### config.mk
export PLATFORM = sky130hd
export DESIGN_NAME = uart_rx_baud_ctrl
export DESIGN_NICKNAME = d
export VERILOG_FILES = /design/src/rtl/uart_rx_baud_ctrl.sv
export SDC_FILE = /design/constraint.sdc
export NUM_CORES = 1
export LEC_CHECK = 0
export CELL_PAD_IN_SITES_DETAIL_PLACEMENT = 1
export CELL_PAD_IN_SITES_GLOBAL_PLACEMENT = 1
export CORE_MARGIN = 4
export CORE_UTILIZATION = 43
export DETAILED_ROUTE_END_ITERATION = 10
export PLACE_DENSITY = 0.93
export RECOVER_POWER = 25
export SLEW_MARGIN = 0
export SYNTH_ARGS = -nofsm -noshare
export SYNTH_HDL_FRONTEND = slang
export SYNTH_SLANG_ARGS = --single-unit
### constraint.sdc
create_clock -name MCLK -period 4.7 [get_ports MCLK]
set_input_delay 0.94 -clock MCLK [delete_from_list [all_inputs] [get_ports MCLK]]
set_output_delay 0.94 -clock MCLK [all_outputs]
set_load 0.005 [all_outputs]
### src/rtl/uart_rx_baud_ctrl.sv
// Receive baud-rate controller for the eUSCI UART: turns the start-detect flag into
// mid-bit BITCLK strobes using the UCBRx prescaler and UCBRFx/UCBRSx modulation.
module uart_rx_baud_ctrl (
    input  logic        MCLK,
    input  logic        reset_n,
    input  logic        wUCSWRST,
    input  logic        wUCOS16,
    input  logic [15:0] wUCBR,
    input  logic [3:0]  wUCBRF,
    input  logic [7:0]  wUCBRS,
    input  logic        RxBEN,
    output logic        BITCLK,
    output logic        BaudBusy
);

    typedef enum logic [1:0] {
        sIDLE = 2'd0,
        sHALF = 2'd1,
        sBIT  = 2'd2
    } state_e;

    state_e      state_q, state_d;
    // Wide enough for a full oversampled bit at B = 0xFFFF: 16*B + 15 + 1 = 2^20.
    logic [20:0] cnt_q, cnt_d;
    logic [2:0]  m_q, m_d;
    logic        bitclk_q;
    logic        pulse;

    logic [20:0] base;
    logic [20:0] th_len;
    logic [20:0] tb_len;
    logic [2:0]  nxt_m;
    logic [3:0]  brf_half;

    // Period lengths as closed forms of the per-tick sums; only used at a period load.
    always_comb begin
        base     = (wUCBR == 16'd0) ? 21'd1 : {5'd0, wUCBR};
        brf_half = (wUCBRF > 4'd8) ? 4'd8 : wUCBRF;
        nxt_m    = (state_q == sBIT) ? m_q + 3'd1 : 3'd0;
        if (wUCOS16) begin
            th_len = (base << 3) + {17'd0, brf_half};
            tb_len = (base << 4) + {17'd0, wUCBRF} + {20'd0, wUCBRS[nxt_m]};
        end else begin
            th_len = (base > 21'd1) ? (base >> 1) : 21'd1;
            tb_len = base + {20'd0, wUCBRS[nxt_m]};
        end
    end

    always_comb begin
        state_d = state_q;
        cnt_d   = cnt_q;
        m_d     = m_q;
        pulse   = 1'b0;
        if (wUCSWRST) begin
            state_d = sIDLE;
            cnt_d   = 21'd0;
            m_d     = 3'd0;
        end else begin
            unique case (state_q)
                sIDLE: begin
                    cnt_d = 21'd0;
                    m_d   = 3'd0;
                    if (RxBEN) begin
                        state_d = sHALF;
                        cnt_d   = th_len;
                    end
                end
                sHALF, sBIT: begin
                    if (!RxBEN) begin
                        // Stop bit, false start or break end: abort without a pulse.
                        state_d = sIDLE;
                        cnt_d   = 21'd0;
                        m_d     = 3'd0;
                    end else if (cnt_q <= 21'd1) begin
                        pulse   = 1'b1;
                        state_d = sBIT;
                        m_d     = nxt_m;
                        cnt_d   = tb_len;
                    end else begin
                        cnt_d = cnt_q - 21'd1;
                    end
                end
                default: begin
                    state_d = sIDLE;
                    cnt_d   = 21'd0;
                    m_d     = 3'd0;
                end
            endcase
        end
    end

    always_ff @(posedge MCLK or negedge reset_n) begin
        if (!reset_n) begin
            state_q  <= sIDLE;
            cnt_q    <= 21'd0;
            m_q      <= 3'd0;
            bitclk_q <= 1'b0;
        end else begin
            state_q  <= state_d;
            cnt_q    <= cnt_d;
            m_q      <= m_d;
            bitclk_q <= pulse;
        end
    end

    assign BITCLK   = bitclk_q;
    assign BaudBusy = (state_q != sIDLE);

endmodule

* After elaboration in Yosys (flattened, before gate mapping)
Cells that the tools add are included.
** Cells by class
- Add/sub/neg operators :: 6
- Multiplexer cells :: 26
- Reduce and logical (&&, ||, !) cells :: 5
- $lt $le $gt $ge :: 4
- Eq/ne operators :: 4
** Operator list (number)
- $mux W21 :: 6
- $pmux W21 S2 :: 1
- $add A20 B4 Y21 :: 1
- $add A21 B1 Y21 :: 1
- $le A21 B1 Y1 const B :: 1
- $sub A21 B1 Y21 const B :: 1
- $add A19 B4 Y20 :: 1
- $add A16 B1 Y17 :: 1
- $gt A16 B1 Y1 const B :: 1
- $logic_not A16 Y1 :: 1
- $mux W16 :: 1
- $mux W15 :: 1
- $mux W3 :: 5
- $mux W2 :: 4
- $mux W1 :: 5
- $gt A4 B4 Y1 const B :: 1
- $lt A3 B4 Y1 const B :: 1
- $mux W4 :: 1
- $ne A4 B4 Y1 const B :: 1
- $pmux W2 S2 :: 1
- $add A3 B1 Y3 const B :: 1
- $bmux W1 S3 :: 1
- $ne A3 B3 Y1 const B :: 1
- $eq A2 B1 Y1 const B :: 1
- 5 further kinds :: 5
** Word-level totals
- Register bits :: 27
- Input bits :: 33
- Output and inout bits :: 2
- Word-level logic and storage cells :: 49

* Longest topological paths before layout
Gate-level depths: netlist (run 1).
- Word-level depth :: 10
- Depth in mapped cells :: 15
- Depth with buffers taken out :: 15

* Worst setup path before layout (run 1)
Ideal clock, no wire load.
- Kind :: register -> register
- From :: register m_q[0]
- To :: register cnt_q[14]
- Data arrival time :: 3398 ps
- Cell stages (with the launch flop) :: 15
- Required time :: 4574 ps
- Setup time :: 126 ps
- Path buffers :: 0
- Clock period less this slack :: 3524 ps
- Setup slack :: 1176 ps
- Path through :: dfrtp_1 -> ha_1 -> xor2_1 -> nand2_1 -> mux2i_1 -> o221a_2 -> o21ai_0 -> ha_1 -> ha_1 -> nand3_1 -> nor4_1 -> nand3_1 -> xnor2_1 -> mux2_2 -> a221o_1
** On the way
- Longest elaborated chain between the ends :: 10
- Elaborated cells between the ends (all ways) :: 11
- Those cells by class :: add/sub (3); mux (8)
** Ends and longest elaborated chain
- start: declaration :: RTL line 25 : logic [2:0] m_q, m_d;
- start signal: assignment :: RTL line 101 : m_q <= m_d;
- $add A3 B1 Y3 * :: RTL line 39 : nxt_m = (state_q == sBIT) ? m_q + 3'd1 : 3'd0;
- $mux W3 * :: RTL line 39
- $bmux W1 S3 * :: RTL line 42, 45
- $mux W1 (not written as such) * :: RTL line 42, 45
- $add A21 B1 Y21 / $add A16 B1 Y17 (equally long branches) :: RTL line 42, 45
- $mux W21 * :: RTL line 40 : if (wUCOS16) begin
- $mux W21 * :: RTL line 74 : end else if (cnt_q <= 21'd1) begin
- $mux W21 * :: RTL line 69 : if (!RxBEN) begin
- $pmux W21 S2 * :: RTL line 59 : unique case (state_q)
- $mux W21 * :: RTL line 54 : if (wUCSWRST) begin
- via cnt_d[14] :: RTL line 24 : logic [20:0] cnt_q, cnt_d;
- end signal: assignment :: RTL line 100 : cnt_q <= cnt_d;
- end: declaration :: RTL line 24
The timed path passes the listed nets; every way through them passes the cells marked *. The select of a mux whose other input is x is not followed.
A chain may end at the register's enable or synchronous reset.

* Worst setup path after layout (run 1)
- From :: input port wUCBRS[3]
- To :: register cnt_q[14]
** On the way
- Longest elaborated chain between the ends :: 8
- Elaborated cells between the ends (all ways) :: 9
- Those cells by class :: add/sub (2); mux (7)
** Ends and longest elaborated chain
- start: declaration :: RTL line 10 : input logic [7:0] wUCBRS,
- $bmux W1 S3 * :: RTL line 42, 45
- $mux W1 (not written as such) * :: RTL line 42, 45
- $add A21 B1 Y21 / $add A16 B1 Y17 (equally long branches) :: RTL line 42, 45
- $mux W21 * :: RTL line 40
- $mux W21 * :: RTL line 74
- $mux W21 * :: RTL line 69
- $pmux W21 S2 * :: RTL line 59
- $mux W21 * :: RTL line 54
- via cnt_d[14] :: RTL line 24
Marks and branches as above.

==> impl_metrics.json, run 1 <==
{
  "ctsHoldBuffers": 0,
  "tightest_slew_ps": 1160,
  "worst_hold_slack_ps": 618,
  "path_delay_family": "compound AO/OA/AOI/OAI gates",
  "drive_above_1_share": 0.0719,
  "initial_core_util": 0.452,
  "power_uw": 751,
  "fmax_ghz": 0.245,
  "synthAdderAreaFrac": 0.0481,
  "antenna_found_initial": 0,
  "syn_inst": 401,
  "rsz0062_at_grt": "false",
  "yosysTopAreaCellShare": 0.217,
  "p_leak_uw": 0.00141,
  "clock-root-buffer": "clkbuf_8",
  "final_nets": 463,
  "cts_tree": "yes",
  "holdPathStages": 2,
  "synth_cell_types": 57,
  "drv_cap": 0,
  "r2r_cells": 15,
  "hp-class": "flop to flop",
  "grt_pass1_vias": 3032,
  "yosys_register_bits": 27,
  "synthSimpleGateAreaFrac": 0.298,
  "startpoint": "wUCBRS[3]",
  "hp-start": "m_q[2]",
  "skew_ps": 3.01,
  "cts_num_sinks": 27,
  "path_clk_slew_ps": 80,
  "hold_viol_final": 0,
  "ios": 35,
  "synthXorXnorAreaFrac": 0.163,
  "critPathBufInv": 2,
  "final_cells": 513,
  "path_class": "input port to flop",
  "fill_cells": 891,
  "htree_levels": 1,
  "hpwl_um": 7540,
  "fp-row-count": 30,
  "synth_commonest_cells": "45 x nor2_1, 39 x nand2_1, 31 x xnor2_1, 27 x dfrtp_1, 27 x xor2_1",
  "vdd_drop_max_uv": 87.8,
  "ys.flop_type": "dfrtp_1",
  "required_ps": 4850,
  "slew_violations": 0,
  "yosysTopAreaCell": "dfrtp_1",
  "yosysWarnings": 0,
  "post_cts_buffers": 0,
  "wl_per_cell_um": 18.1,
  "clkLatencyLatePin_ps": 260,
  "synth_most_common_cell": "nor2_1",
  "muxShareOfSynthArea": 0.0301,
  "r2r_slack_ps": 660,
  "grt_usage": 0.222,
  "syn_to_final_growth_pct": 13.0,
  "fin_tns_setup_ps": 0,
  "drt_iter0_drc": 241,
  "dr.pass1.iters": 5,
  "die_area_um2": 8680,
  "r2r-start": "m_q[0]",
  "powerDensity_nw_per_um2": 213,
  "synth_top_family_by_area": "simple AND/OR/NAND/NOR gates",
  "ys_seq_area_frac": 0.217,
  "dp_cells": 509,
  "synth_edf_count": 0,
  "grt.overflow.total": 0,
  "status": "complete, no violations",
  "finalSetupViolCount": 0,
  "switching_power_uw": 296,
  "synth-compound-area-share": 0.182,
  "cp_cell_sequence": "clkdlybuf4s50_1 -> mux2i_1 -> o221a_2 -> o21ai_0 -> ha_1 -> ha_1 -> nand3_1 -> nor4_1 -> buf_4 -> nand3_1 -> xnor2_1 -> mux2_2 -> a221o_1",
  "r2r_end": "cnt_q[14]",
  "slowest_stage": "o21ai_0",
  "wl_um": 9300,
  "crit_path_end_kind": "flop",
  "p_int_uw": 455,
  "grt_start_max_net_pins": 49,
  "synthesis.area_um2": 3120,
  "cts_resized": 0,
  "max_slew_margin": 0.223,
  "grt_pass1_wl_um": 15600,
  "cp_max_fo": 5,
  "numCtsBuffers": 3,
  "slowest_delay_ps": 500,
  "syn_area_per_cell_um2": 7.78,
  "die_w_um": 93.2,
  "core_um2": 6910,
  "vias": 2986,
  "cp-start-kind": "input port",
  "syn_nets": 446,
  "clockBufferDepth": 2,
  "n_antenna_cell": 0,
  "fin_crit_sh": 0.870,
  "fin_crit_ps": 4090,
  "hold_end": "m_q[2]",
  "die_h_um": 93.2,
  "remaining_drc_errors": 0,
  "place_congestion": 0.889,
  "vias_per_cell": 5.82,
  "p_comb_frac": 0.475,
  "crit_arrival_ps": 4240,
  "swShare": 0.394,
  "p_clk_frac": 0.166,
  "pwr-share-seq": 0.359,
  "ant_nets": 0,
  "ys_top_cells_by_area": "dfrtp_1 22%, xnor2_1 8.7%, xor2_1 7.6%",
  "port_buffers": 34,
  "async_reset_ff_frac": 1.00
}
-- power by group through the flow --
stage               clock, uW  sequential, uW  combinational [uW]
finish                    125             269                 357
floorplan                   0             268                 250
detailed placement          0             274                 351
CTS                       128             269                 355
global route              137             272                 391
global placement            0             271                 338
-- final cells by class --
class	count	area, um2	area share
repair buffers	42	395	0.112
well taps	96	120	0.0341
flip-flops and latches	27	676	0.192
clock buffers	4	45.0	0.0128
inverters	10	37.5	0.0107
multi-input cells	334	2250	0.638
-- tightest hold or removal path: cells and delay by family, from the launching register on --
family	cells	cell delay (ps)
compound gates	1	70
flops	1	370
simple gates	1	130
-- cells by family after synthesis --
kind of cell | after synthesis
multiplexers | 9
buffers and inverters | 40
AO/OA/AOI/OAI | 82
flip-flops | 27
XOR/XNOR | 58
adder cells (fa/ha/maj) | 12
AND/OR/NAND/NOR | 173
-- how the worst max path moves through the flow --
stage,cells past startpoint,slack [ps],to
final,13,610,cnt_q[14]
after global routing,15,460,cnt_q[14]
after CTS,13,690,cnt_q[14]
after detailed placement,13,430,cnt_q[14]
after floorplan,14,1180,cnt_q[14]
after global placement,13,600,cnt_q[14]
-- placed cells by master, fill, tap and decap left out, drive strengths merged, types with 12 or more instances in the layout --
| cell type | synthesis | final |
|---|---|---|
| xor2 | 27 | 27 |
| nand3 | 16 | 16 |
| a21oi | 23 | 23 |
| ha | 12 | 12 |
| clkdlybuf4s50 | 0 | 31 |
| o21ai | 19 | 19 |
| xnor2 | 31 | 31 |
| nor2 | 46 | 46 |
| dfrtp | 27 | 27 |
| nand2 | 39 | 39 |
| nor3 | 21 | 21 |
-- state kept, by name, indices dropped and copies added (netlist names) --
name and cells:
BITCLK 1, cnt_q 21, m_q 3, state_q 2
-- per-layer routing --
layer / part of all wire / GRT usage / up-vias
li1: - / - / 1456
met1: 0.45 / 0.314 / 1429
met2: 0.48 / 0.374 / 89
met3: 0.053 / 0.00402 / 12
met4: 0.017 / 0.0586 / 0
met5: 0 / 0 / -
-- through the flow --
step	worst slack (ps)	cell area (um2)	utilization
final	611	3520	0.510
after global routing	460	3520	0.510
after CTS	686	3520	0.510
after detailed placement	433	3480	0.504
after global placement	602	3480	0.504
after floorplan	1180	3120	-
Note: power is estimated with default switching activity, not from simulation.
==> inputs of run 2 (changes only) <==
--- a/config.mk
+++ b/config.mk
@@ -16,3 +16,4 @@
 export SYNTH_ARGS = -nofsm -noshare
 export SYNTH_HDL_FRONTEND = slang
 export SYNTH_SLANG_ARGS = --single-unit
+export TNS_END_PERCENT = 20
==> results of run 2 <==
Same layout as run 1: the final DEF is identical, and so are final timing and power.
